===== src/rtl/lfsr_rng_gen.sv =====
// +----------------------------------------------------------------------+
// | lfsr_rng_gen: Fibonacci LFSR random-word source, valid/ready output  |
// | Rev 1.0                                                              |
// +----------------------------------------------------------------------+
`default_nettype none

module lfsr_rng_gen #(
  parameter int          WIDTH = 16,
  parameter int          OUT_W = 8,
  parameter int unsigned SEED  = 1
) (
  input  logic             clk,
  input  logic             reset,
  input  logic             en,
  input  logic             seed_load,
  input  logic [WIDTH-1:0] seed_in,
  input  logic             rd_ready,
  output logic             rd_valid,
  output logic [OUT_W-1:0] random_num,
  output logic             lock_err,
  output logic             period_wrap
);

  generate
    if (!(WIDTH == 8 || WIDTH == 16 || WIDTH == 32)) begin : g_bad_width
      $error("lfsr_rng_gen: WIDTH must be 8, 16 or 32");
    end
    if (OUT_W < 1 || OUT_W > WIDTH) begin : g_bad_out_w
      $error("lfsr_rng_gen: OUT_W must be in 1..WIDTH");
    end
  endgenerate

  localparam logic [31:0]      c_taps_32 = (WIDTH == 8)  ? 32'h0000_00B8 :
                                           (WIDTH == 16) ? 32'h0000_B400 :
                                                           32'h8020_0003;
  localparam logic [WIDTH-1:0] c_taps    = c_taps_32[WIDTH-1:0];
  localparam logic [WIDTH-1:0] c_one     = {{(WIDTH-1){1'b0}}, 1'b1};
  localparam logic [31:0]      c_seed_32 = SEED;
  localparam logic [WIDTH-1:0] c_seed_tr = c_seed_32[WIDTH-1:0];
  // A seed whose low WIDTH bits are all zero would lock the LFSR up.
  localparam logic [WIDTH-1:0] c_seed    = (c_seed_tr == '0) ? c_one : c_seed_tr;

  logic [WIDTH-1:0] lfsr_q, lfsr_d;
  logic [WIDTH-1:0] start_seed_q, start_seed_d;
  logic [OUT_W-1:0] random_num_q, random_num_d;
  logic             rd_valid_q, rd_valid_d;
  logic             lock_err_q, lock_err_d;
  logic             period_wrap_q, period_wrap_d;

  logic [WIDTH-1:0] lfsr_next;
  logic             slot_free;

  assign lfsr_next = {lfsr_q[WIDTH-2:0], ^(lfsr_q & c_taps)};
  assign slot_free = !rd_valid_q || rd_ready;

  always_comb begin
    lfsr_d        = lfsr_q;
    start_seed_d  = start_seed_q;
    random_num_d  = random_num_q;
    rd_valid_d    = rd_valid_q;
    lock_err_d    = 1'b0;
    period_wrap_d = 1'b0;

    if (seed_load) begin
      // Any handshake in flight this cycle is treated as completed.
      rd_valid_d = 1'b0;
      if (seed_in == '0) begin
        lfsr_d       = c_one;
        start_seed_d = c_one;
        lock_err_d   = 1'b1;
      end else begin
        lfsr_d       = seed_in;
        start_seed_d = seed_in;
      end
    end else if (lfsr_q == '0) begin
      lfsr_d     = c_one;
      lock_err_d = 1'b1;
      rd_valid_d = rd_valid_q && !rd_ready;
    end else if (en && slot_free) begin
      random_num_d  = lfsr_q[OUT_W-1:0];
      rd_valid_d    = 1'b1;
      lfsr_d        = lfsr_next;
      period_wrap_d = (lfsr_next == start_seed_q);
    end else if (rd_valid_q && rd_ready) begin
      rd_valid_d = 1'b0;
    end
  end

  always_ff @(posedge clk) begin
    if (!reset) begin
      lfsr_q        <= c_seed;
      start_seed_q  <= c_seed;
      random_num_q  <= '0;
      rd_valid_q    <= 1'b0;
      lock_err_q    <= 1'b0;
      period_wrap_q <= 1'b0;
    end else begin
      lfsr_q        <= lfsr_d;
      start_seed_q  <= start_seed_d;
      random_num_q  <= random_num_d;
      rd_valid_q    <= rd_valid_d;
      lock_err_q    <= lock_err_d;
      period_wrap_q <= period_wrap_d;
    end
  end

  assign rd_valid    = rd_valid_q;
  assign random_num  = random_num_q;
  assign lock_err    = lock_err_q;
  assign period_wrap = period_wrap_q;

endmodule

`default_nettype wire


===== config.mk =====
export PLATFORM = sky130hd
export DESIGN_NAME = lfsr_rng_gen
export DESIGN_NICKNAME = d
export VERILOG_FILES = /design/src/rtl/lfsr_rng_gen.sv
export SDC_FILE = /design/constraint.sdc
export NUM_CORES = 1
export LEC_CHECK = 0
export CAP_MARGIN = 10
export CORE_ASPECT_RATIO = 0.8
export CORE_UTILIZATION = 40
export DETAILED_ROUTE_END_ITERATION = 12
export GPL_TIMING_DRIVEN = 0
export PLACE_DENSITY = 0.65
export SETUP_SLACK_MARGIN = 0.3
export SLEW_MARGIN = 20
export SYNTH_ARGS = -nofsm -noshare
export SYNTH_HDL_FRONTEND = slang
export SYNTH_SLANG_ARGS = --single-unit

===== constraint.sdc =====
create_clock -name clk -period 5.25 [get_ports clk]
set_clock_uncertainty 0.05 [all_clocks]
set_input_delay 1.05 -clock clk [delete_from_list [all_inputs] [get_ports clk]]
set_output_delay 1.05 -clock clk [all_outputs]
set_load 0.02 [all_outputs]

## Word level (Yosys, flattened, before mapping)

Index checks and enable logic that the tools add are counted.

- Eq/ne operators: 1
- Muxes and demuxes: 10
- Bitwise logic cells: 4
- Reduce and logical (&&, ||, !) cells: 14

Operators by type and width:

| operator | number |
|---|---|
| 16-bit 2-to-1 mux | 4 |
| 16-bit zero test | 2 |
| 16-bit == test | 1 |
| 16-bit parity | 1 |
| 1-bit 2-to-1 mux | 6 |
| 3-bit nonzero test | 2 |
| 1-bit inverter | 4 |
| 4-bit OR reduction | 1 |
| 1-bit logical AND | 3 |
| 3-bit AND reduction | 1 |
| 1-bit zero test | 2 |
| 2-bit OR reduction | 1 |
| 1-bit logical OR | 1 |

- Register bits: 43
- Bits of input ports: 21
- Output and inout bits: 11
- Logic and storage cells: 35

## Longest topological paths before layout

Gate-level depths: netlist of run 1.

- Word-level depth: 6
- Mapped depth: 7
- Gate-level depth less buffers: 6

## Worst setup path before layout of run 1

No wires, ideal clock.

- Path type: input to register
- Start: input port seed_in[12]
- End: register start_seed_q[10]
- Library setup time: 0.117 ns
- Arrival: 2.224 ns
- Data required time: 5.083 ns
- Path slack: 2.860 ns
- Stages: 6
- Buffers on the path: 2
- Path through: nor4_1 > a41oi_1 > and2_1 > buf_6 > buf_6 > a22o_1

- Cells in the longest elaborated chain, start to end: 2

Ends and longest elaborated chain:

| item | line | text |
|---|---|---|
| from (decl) | 16 | `input logic [WIDTH-1:0] seed_in,` |
| 16-bit zero test | 67 | `if (seed_in == '0) begin` |
| 16-bit 2-to-1 mux | 67 |  |
| to (signal assigned) | 92 | `start_seed_q <= c_seed;` |
| to (signal assigned) | 99 | `start_seed_q <= start_seed_d;` |
| to (decl) | 44 | `logic [WIDTH-1:0] start_seed_q, start_seed_d;` |

No other way between the ends.
A chain may end at the register's enable or synchronous reset.

## Final worst setup path of run 1

- Start: input port seed_in[11]
- End: register start_seed_q[9]

Same word-level chain as after synthesis.

==> summary.txt, run 1 <==
Route
  – Remaining antenna violation count: 0
  – Final WL: 5000 um
  – DRC errors left: 0
  – Initial DRC count: 112
  – Drt wl/cell: 16.1 um
  – First-pass iteration count of the detailed router: 4
  – Vias/cell: 5.60
  – Via count: 1742

Global route
  – Vias in the first global route: 1600
  – Largest net degree at the start of global routing: 13
  – First-pass GRT wire length: 8120 um
  – Met2 Use GR: 29.4%
  – Met1 Resource Use GR: 32.8%
  – Met3 global-route usage: 4.29%
  – Initial antenna violation count: 0
  – Most used routing layer: met1
  – Overflow after GRT: 0
  – GRT Total Usage: 21.0%

STA
  – Slew Limit Fails: 0
  – Tmin final: 2.88 ns
  – Least-Margin Pin Slew: 0.683 ns
  – Fin Setup TNS: 0 ns
  – Fin. Hold Viols: 0
  – RSZ-0062 raised after global routing: no
  – Max-slew headroom: 53.9%
  – Crit share post-route: 54.8%
  – Fmax: 348 MHz
  – Final setup viols: 0

Cells and area
  – Antenna cell count: 0
  – Most frequent cells in the layout: dfxtp_1, clkdlybuf4s50_1, nand2_1, o21ai_0, xnor2_1
  – Filler cells: 438
  – Final Net Count: 272
  – Finished Layout Cells: 311
  – Multi-input gate area in the final layout: 965 um^2
  – Layout cell share with drive strength beyond 1: 5.98%
  – Most common cell after layout, fill and taps aside: dfxtp_1
  – Layout area overhead: 23.8%
  – Register area: 861 um^2

Yosys
  – Post-synthesis sequential area ratio: 44.9%
  – Syn Std Cell Area: 1920 um^2
  – Synth cell types: 32
  – Seq cells post-synth: 43
  – Post-synth top area share: 44.9%
  – Synth area leaders: dfxtp_1, xnor2_1, a22o_1
  – YS warnings: 0
  – Top cell type by total area after synthesis: dfxtp_1
  – Syn_nets: 235
  – Mapped Cells: 213
  – Mapped Avg Cell Area: 9.01 um^2

Clocking
  – CTS clk-pin slew, worst paths: 0.09 ns
  – TritonCTS clock tree: yes
  – Clock latency on the worst-skew pair: 0.30 ns
  – Post-CTS Setup Inserts: 0
  – CTS H-tree depth: 2
  – CTS Sinks: 43
  – Cts hold-fix bufs: 0
  – Root Driver: clkbuf_8
  – CTS max path bufs: 2
  – Post-cts gate resize count: 0
  – Clock buffer count from CTS: 5

Floorplan
  – Die area: 5080 um^2
  – Row Count: 22
  – Die X: 79.4 um
  – Starting Density: 41.8%
  – Ports: 32
  – Total core area: 4600 um^2
  – Die Y: 64.0 um

Place
  – Detailed placer's ending HPWL: 3780 um
  – Post-Place Cells: 303
  – Final Wtd Congestion: 0.858
  – Port Buffers: 30

Worst hold path
  – HP Start: random_num[3]
  – Worst Hold End: random_num[3]
  – Hold WC Path Type: flip-flop to flip-flop
  – Worst Hold Depth: 2

Job
  – Total of max-cap violations: 0

Setup path
  – Reg2reg end: lfsr_q[11]
  – R2R cell count: 7
  – Reg2Reg Setup Slack: 3.22 ns
  – Startpoint Class: input port
  – Setup crit end kind: flip-flop
  – Critical Path Start: seed_in[11]
  – Setup CP Type: input port to flip-flop
  – Worst-path fanout max: 10
  – Critical Path RT: 5.38 ns
  – Arr. time, crit path: 3.01 ns
  – Worst R2R Start: lfsr_q[13]

Status
  – Status: finished, final reports clean

Power and ir drop
  – P per Cell Area: 291 nW/um^2
  – Worst IR Drop VDD: 155 uV
  – Static leakage: 0.821 nW
-- cell families after synthesis --
| kind of cell | count (synthesis) | share of synthesized area [%] |
|---|---|---|
| compound gates | 75 | 25.9 |
| xor+xnor | 18 | 8.21 |
| fa+ha+maj | 1 | 0.652 |
| buf+inv | 19 | 4.89 |
| flops | 43 | 44.9 |
| simple gates | 57 | 15.5 |
-- power by group --
part / internal, W / switching (W)
combinational: 0.0000582 / 0.0000623
sequential: 0.000346 / 0.0000220
clock: 0.0000935 / 0.000109
-- Yosys cell counts --
| cell | number |
|---|---|
| a22o_1 | 15 |
| ha_1 | 1 |
| nand2_1 | 25 |
| a41oi_1 | 1 |
| o31ai_1 | 15 |
| inv_1 | 3 |
| a41o_2 | 1 |
| nor4_1 | 6 |
| and2_1 | 2 |
| o21a_1 | 1 |
| nor2b_1 | 2 |
| or4_1 | 1 |
| clkbuf_1 | 8 |
| nor3_1 | 2 |
| buf_1 | 2 |
| dfxtp_1 | 43 |
| a21oi_1 | 15 |
| buf_4 | 1 |
| nor4b_2 | 1 |
| o211ai_1 | 1 |
| nand4_1 | 13 |
| xnor2_1 | 17 |
| a21boi_0 | 1 |
| buf_2 | 3 |
| nor3b_1 | 1 |
| buf_6 | 2 |
| nand3_1 | 1 |
| nor2_1 | 2 |
| nand2b_1 | 1 |
| a41oi_2 | 1 |
| xor2_1 | 1 |
| o21ai_0 | 24 |
-- state kept, by name, indices dropped and copies added, names as in the netlist --
signal	flops
start_seed_q	16
period_wrap	1
rd_valid	1
lock_err	1
lfsr_q	16
random_num	8
-- worst max-delay path by stage --
stage	end	slack (ns)	cells past startpoint
finish	start_seed_q[9]	2.37	7
global route	start_seed_q[15]	2.18	7
CTS	start_seed_q[14]	2.36	7
detailed placement	start_seed_q[14]	2.07	7
global placement	start_seed_q[9]	2.07	7
floorplan	start_seed_q[10]	2.86	6
-- layer usage --
layer	wire length, um	share of wire [%]	vias up
li1	-	-	858
met2	2020	40	60
met1	2640	53	817
met4	40	0.80	0
met3	304	6.1	7
met5	0	0	-
-- through the flow --
stage                     area [um^2]  total power (W)  utilization (%)  setup WS (ns)  hold slack [ns]
after global placement           2290         0.000494             49.9           2.07            0.399
final                            2380         0.000691             51.7           2.37            0.410
after global routing             2380         0.000720             51.7           2.18            0.439
after detailed placement         2290         0.000495             49.9           2.07            0.403
after CTS                        2380         0.000692             51.7           2.36            0.415
after floorplan                  1920         0.000446                -           2.86            0.413
-- critical path: stages --
cell and delay (ns):
clkdlybuf4s50_1 0.46, nor4_1 0.32, a41oi_1 0.38, and2_1 0.30, buf_6 0.13, buf_6 0.13, a22o_1 0.22
-- cell type report --
cell class / instances / share of cell area, %
buffer: 16 / 3.48
clock buffer: 7 / 3.21
clock inverter: 1 / 0.211
inverter: 3 / 0.474
multi-input combinational: 151 / 40.6
sequential: 43 / 36.2
tap: 60 / 3.16
timing repair buffer: 30 / 12.6
Note: power is estimated with default switching activity, not from simulation.
==> run 2: changes to the inputs <==
PLACE_DENSITY = 0.67   (was 0.65)
clock period = 2.64 ns   (was 5.25 ns; I/O delays follow)
==> run 2 against run 1 <==
  * Register-to-register slack worse by 2.6 ns
  * Critical path depth stayed put
  * Combinational power is 100% higher
  * Global-route usage is 1.3 points higher
  * Sequential cell count stayed put
  * First-iteration DRC count is 81% higher
  * Non-clock buffer count is 2 higher
  * Critical path type unchanged
  * Critical endpoint is now start_seed_q[11]
  * Largest cell class unchanged
  * Largest power group unchanged
  * Highest routed layer unchanged
==> summary.txt, run 2 (synthesis results as in run 1) <==
Cells and area
  – Filler cells: 431
  – Most frequent cells in the layout: dfxtp_1, clkdlybuf4s50_1, nand2_1, o21ai_0, xnor2_1
  – Layout area overhead: 24.5%
  – Antenna cell count: 0
  – Layout cell share with drive strength beyond 1: 6.77%
  – Final Net Count: 274
  – Most common cell after layout, fill and taps aside: dfxtp_1

STA
  – Tmin final: 2.18 ns
  – Hold Worst Slack: 0.410 ns
  – Final setup viols: 0
  – Crit share post-route: 82.4%
  – Fmax: 460 MHz
  – Max-slew headroom: 64.3%
  – Fin Setup TNS: 0 ns
  – Slew Limit Fails: 0
  – RSZ-0062 raised after global routing: no
  – Least-Margin Pin Slew: 0.530 ns
  – Fin. Hold Viols: 0

Route
  – Via count: 1773
  – Drt wl/cell: 16.6 um
  – Final WL: 5150 um
  – Initial DRC count: 203
  – First-pass iteration count of the detailed router: 4
  – Vias/cell: 5.70
  – DRC errors left: 0
  – Remaining antenna violation count: 0

Global route
  – Overflow after GRT: 0
  – GRT Total Usage: 22.3%
  – Vias in the first global route: 1666
  – First-pass GRT wire length: 8460 um
  – Largest net degree at the start of global routing: 12
  – Initial antenna violation count: 0

Place
  – Detailed placer's ending HPWL: 3830 um
  – Port Buffers: 30
  – Final Wtd Congestion: 0.883

Clocking
  – TritonCTS clock tree: yes
  – CTS max path bufs: 2
  – Clock latency on the worst-skew pair: 0.30 ns
  – Root Driver: clkbuf_8
  – CTS clk-pin slew, worst paths: 0.08 ns
  – Cts hold-fix bufs: 0
  – CTS Sinks: 43
  – CTS H-tree depth: 2
  – Clock buffer count from CTS: 5

Floorplan
  – Die area: 5080 um^2
  – Die Y: 64.0 um
  – Ports: 32
  – Die X: 79.4 um
  – Row Count: 22
  – Starting Density: 41.8%
  – Total core area: 4600 um^2

Setup path
  – Worst path max stage delay: 0.46 ns
  – Crit path top cell by count: buf_6
  – Arr. time, crit path: 2.32 ns
  – Startpoint Class: input port
  – Critical Path RT: 2.78 ns
  – Worst-path fanout max: 10
  – Setup CP Type: input port to flip-flop
  – Crit path max-delay family: buffers and inverters
  – Crit path max-delay cell type: clkdlybuf4s50_1
  – Setup crit end kind: flip-flop
  – CP bufs+invs: 3
  – Cells along the critical path: clkdlybuf4s50_1 -> nor4_1 -> a41oi_2 -> and2_1 -> buf_6 -> buf_6 -> a22o_1

Job
  – Total of max-cap violations: 0

Power and ir drop
  – Static leakage: 0.825 nW
  – Worst IR Drop VDD: 295 uV
  – P per Cell Area: 572 nW/um^2

Status
  – Status: finished, final reports clean

Worst hold path
  – Hold WC Path Type: flip-flop to flip-flop
run 2: cell count changes in the layout (fill, tap and decap cells not counted), sizes merged:
cell,change
buf,+2
clkbuf,-1
clkinv,-1
run 2: per-stage QoR:
| stage | std cells | worst slack (ns) | instance area, um^2 | power (W) | utilization (%) |
|---|---|---|---|---|---|
| after floorplan | 213 | 0.772 | 1920 | 0.000886 | - |
| after global placement | 303 | -0.000810 | 2290 | 0.000982 | 49.9 |
| final | 311 | 0.465 | 2390 | 0.00137 | 52.0 |
| after detailed placement | 303 | -0.0306 | 2290 | 0.000985 | 49.9 |
| after global routing | 311 | 0.344 | 2390 | 0.00143 | 52.0 |
| after CTS | 309 | 0.317 | 2370 | 0.00136 | 51.7 |
run 2: worst reg2reg max path: stages, from the launching register on:
cell and delay, ns:
dfxtp_1 0.42, inv_1 0.06, ha_1 0.20, nor4b_2 0.19, a41oi_2 0.38, clkbuf_1 0.35, o21ai_0 0.16, a21oi_1 0.17
run 2: timing repair:
item                                    CTS  global route
setup buffers                             0             2
gates resized for setup                   1             0
endpoints found under the setup margin   10            11
gates cloned                              0             0
pin swaps                                 0             1
run 2: metal layers:
layer | routed length (um) | share of wire [%] | global-route usage, %
met5 | 0 | 0 | 0
met3 | 320 | 6.2 | 4.43
met1 | 2610 | 51 | 33.7
met4 | 109 | 2.1 | 9.32
met2 | 2110 | 41 | 30.1
run 2: final timing paths:
kind / startpoint / end / slack [ns] / depth (start not counted)
max: seed_in[1] / start_seed_q[11] / 0.46 / 7
min: random_num[3] / random_num[3] / 0.41 / 2
max reg2reg: lfsr_q[13] / lfsr_q[9] / 0.60 / 7
min reg2reg: random_num[3] / random_num[3] / 0.41 / 2
run 2: cell type report:
| cell class | instances | area [um^2] | area share [%] |
|---|---|---|---|
| timing repair buffer | 32 | 315 | 13.2 |
| clock buffer | 6 | 72.6 | 3.04 |
| inverter | 3 | 11.3 | 0.471 |
| tap | 60 | 75.1 | 3.14 |
| sequential | 43 | 861 | 36.0 |
| buffer | 16 | 82.6 | 3.46 |
| multi-input combinational | 151 | 972 | 40.7 |
run 2: power by group:
| group | leakage, nW | switching [W] | total (W) | internal [W] |
|---|---|---|---|---|
| combinational | 0.434 | 0.000127 | 0.000245 | 0.000118 |
| clock | 0.0371 | 0.000213 | 0.000389 | 0.000176 |
| sequential | 0.354 | 0.0000436 | 0.000731 | 0.000688 |
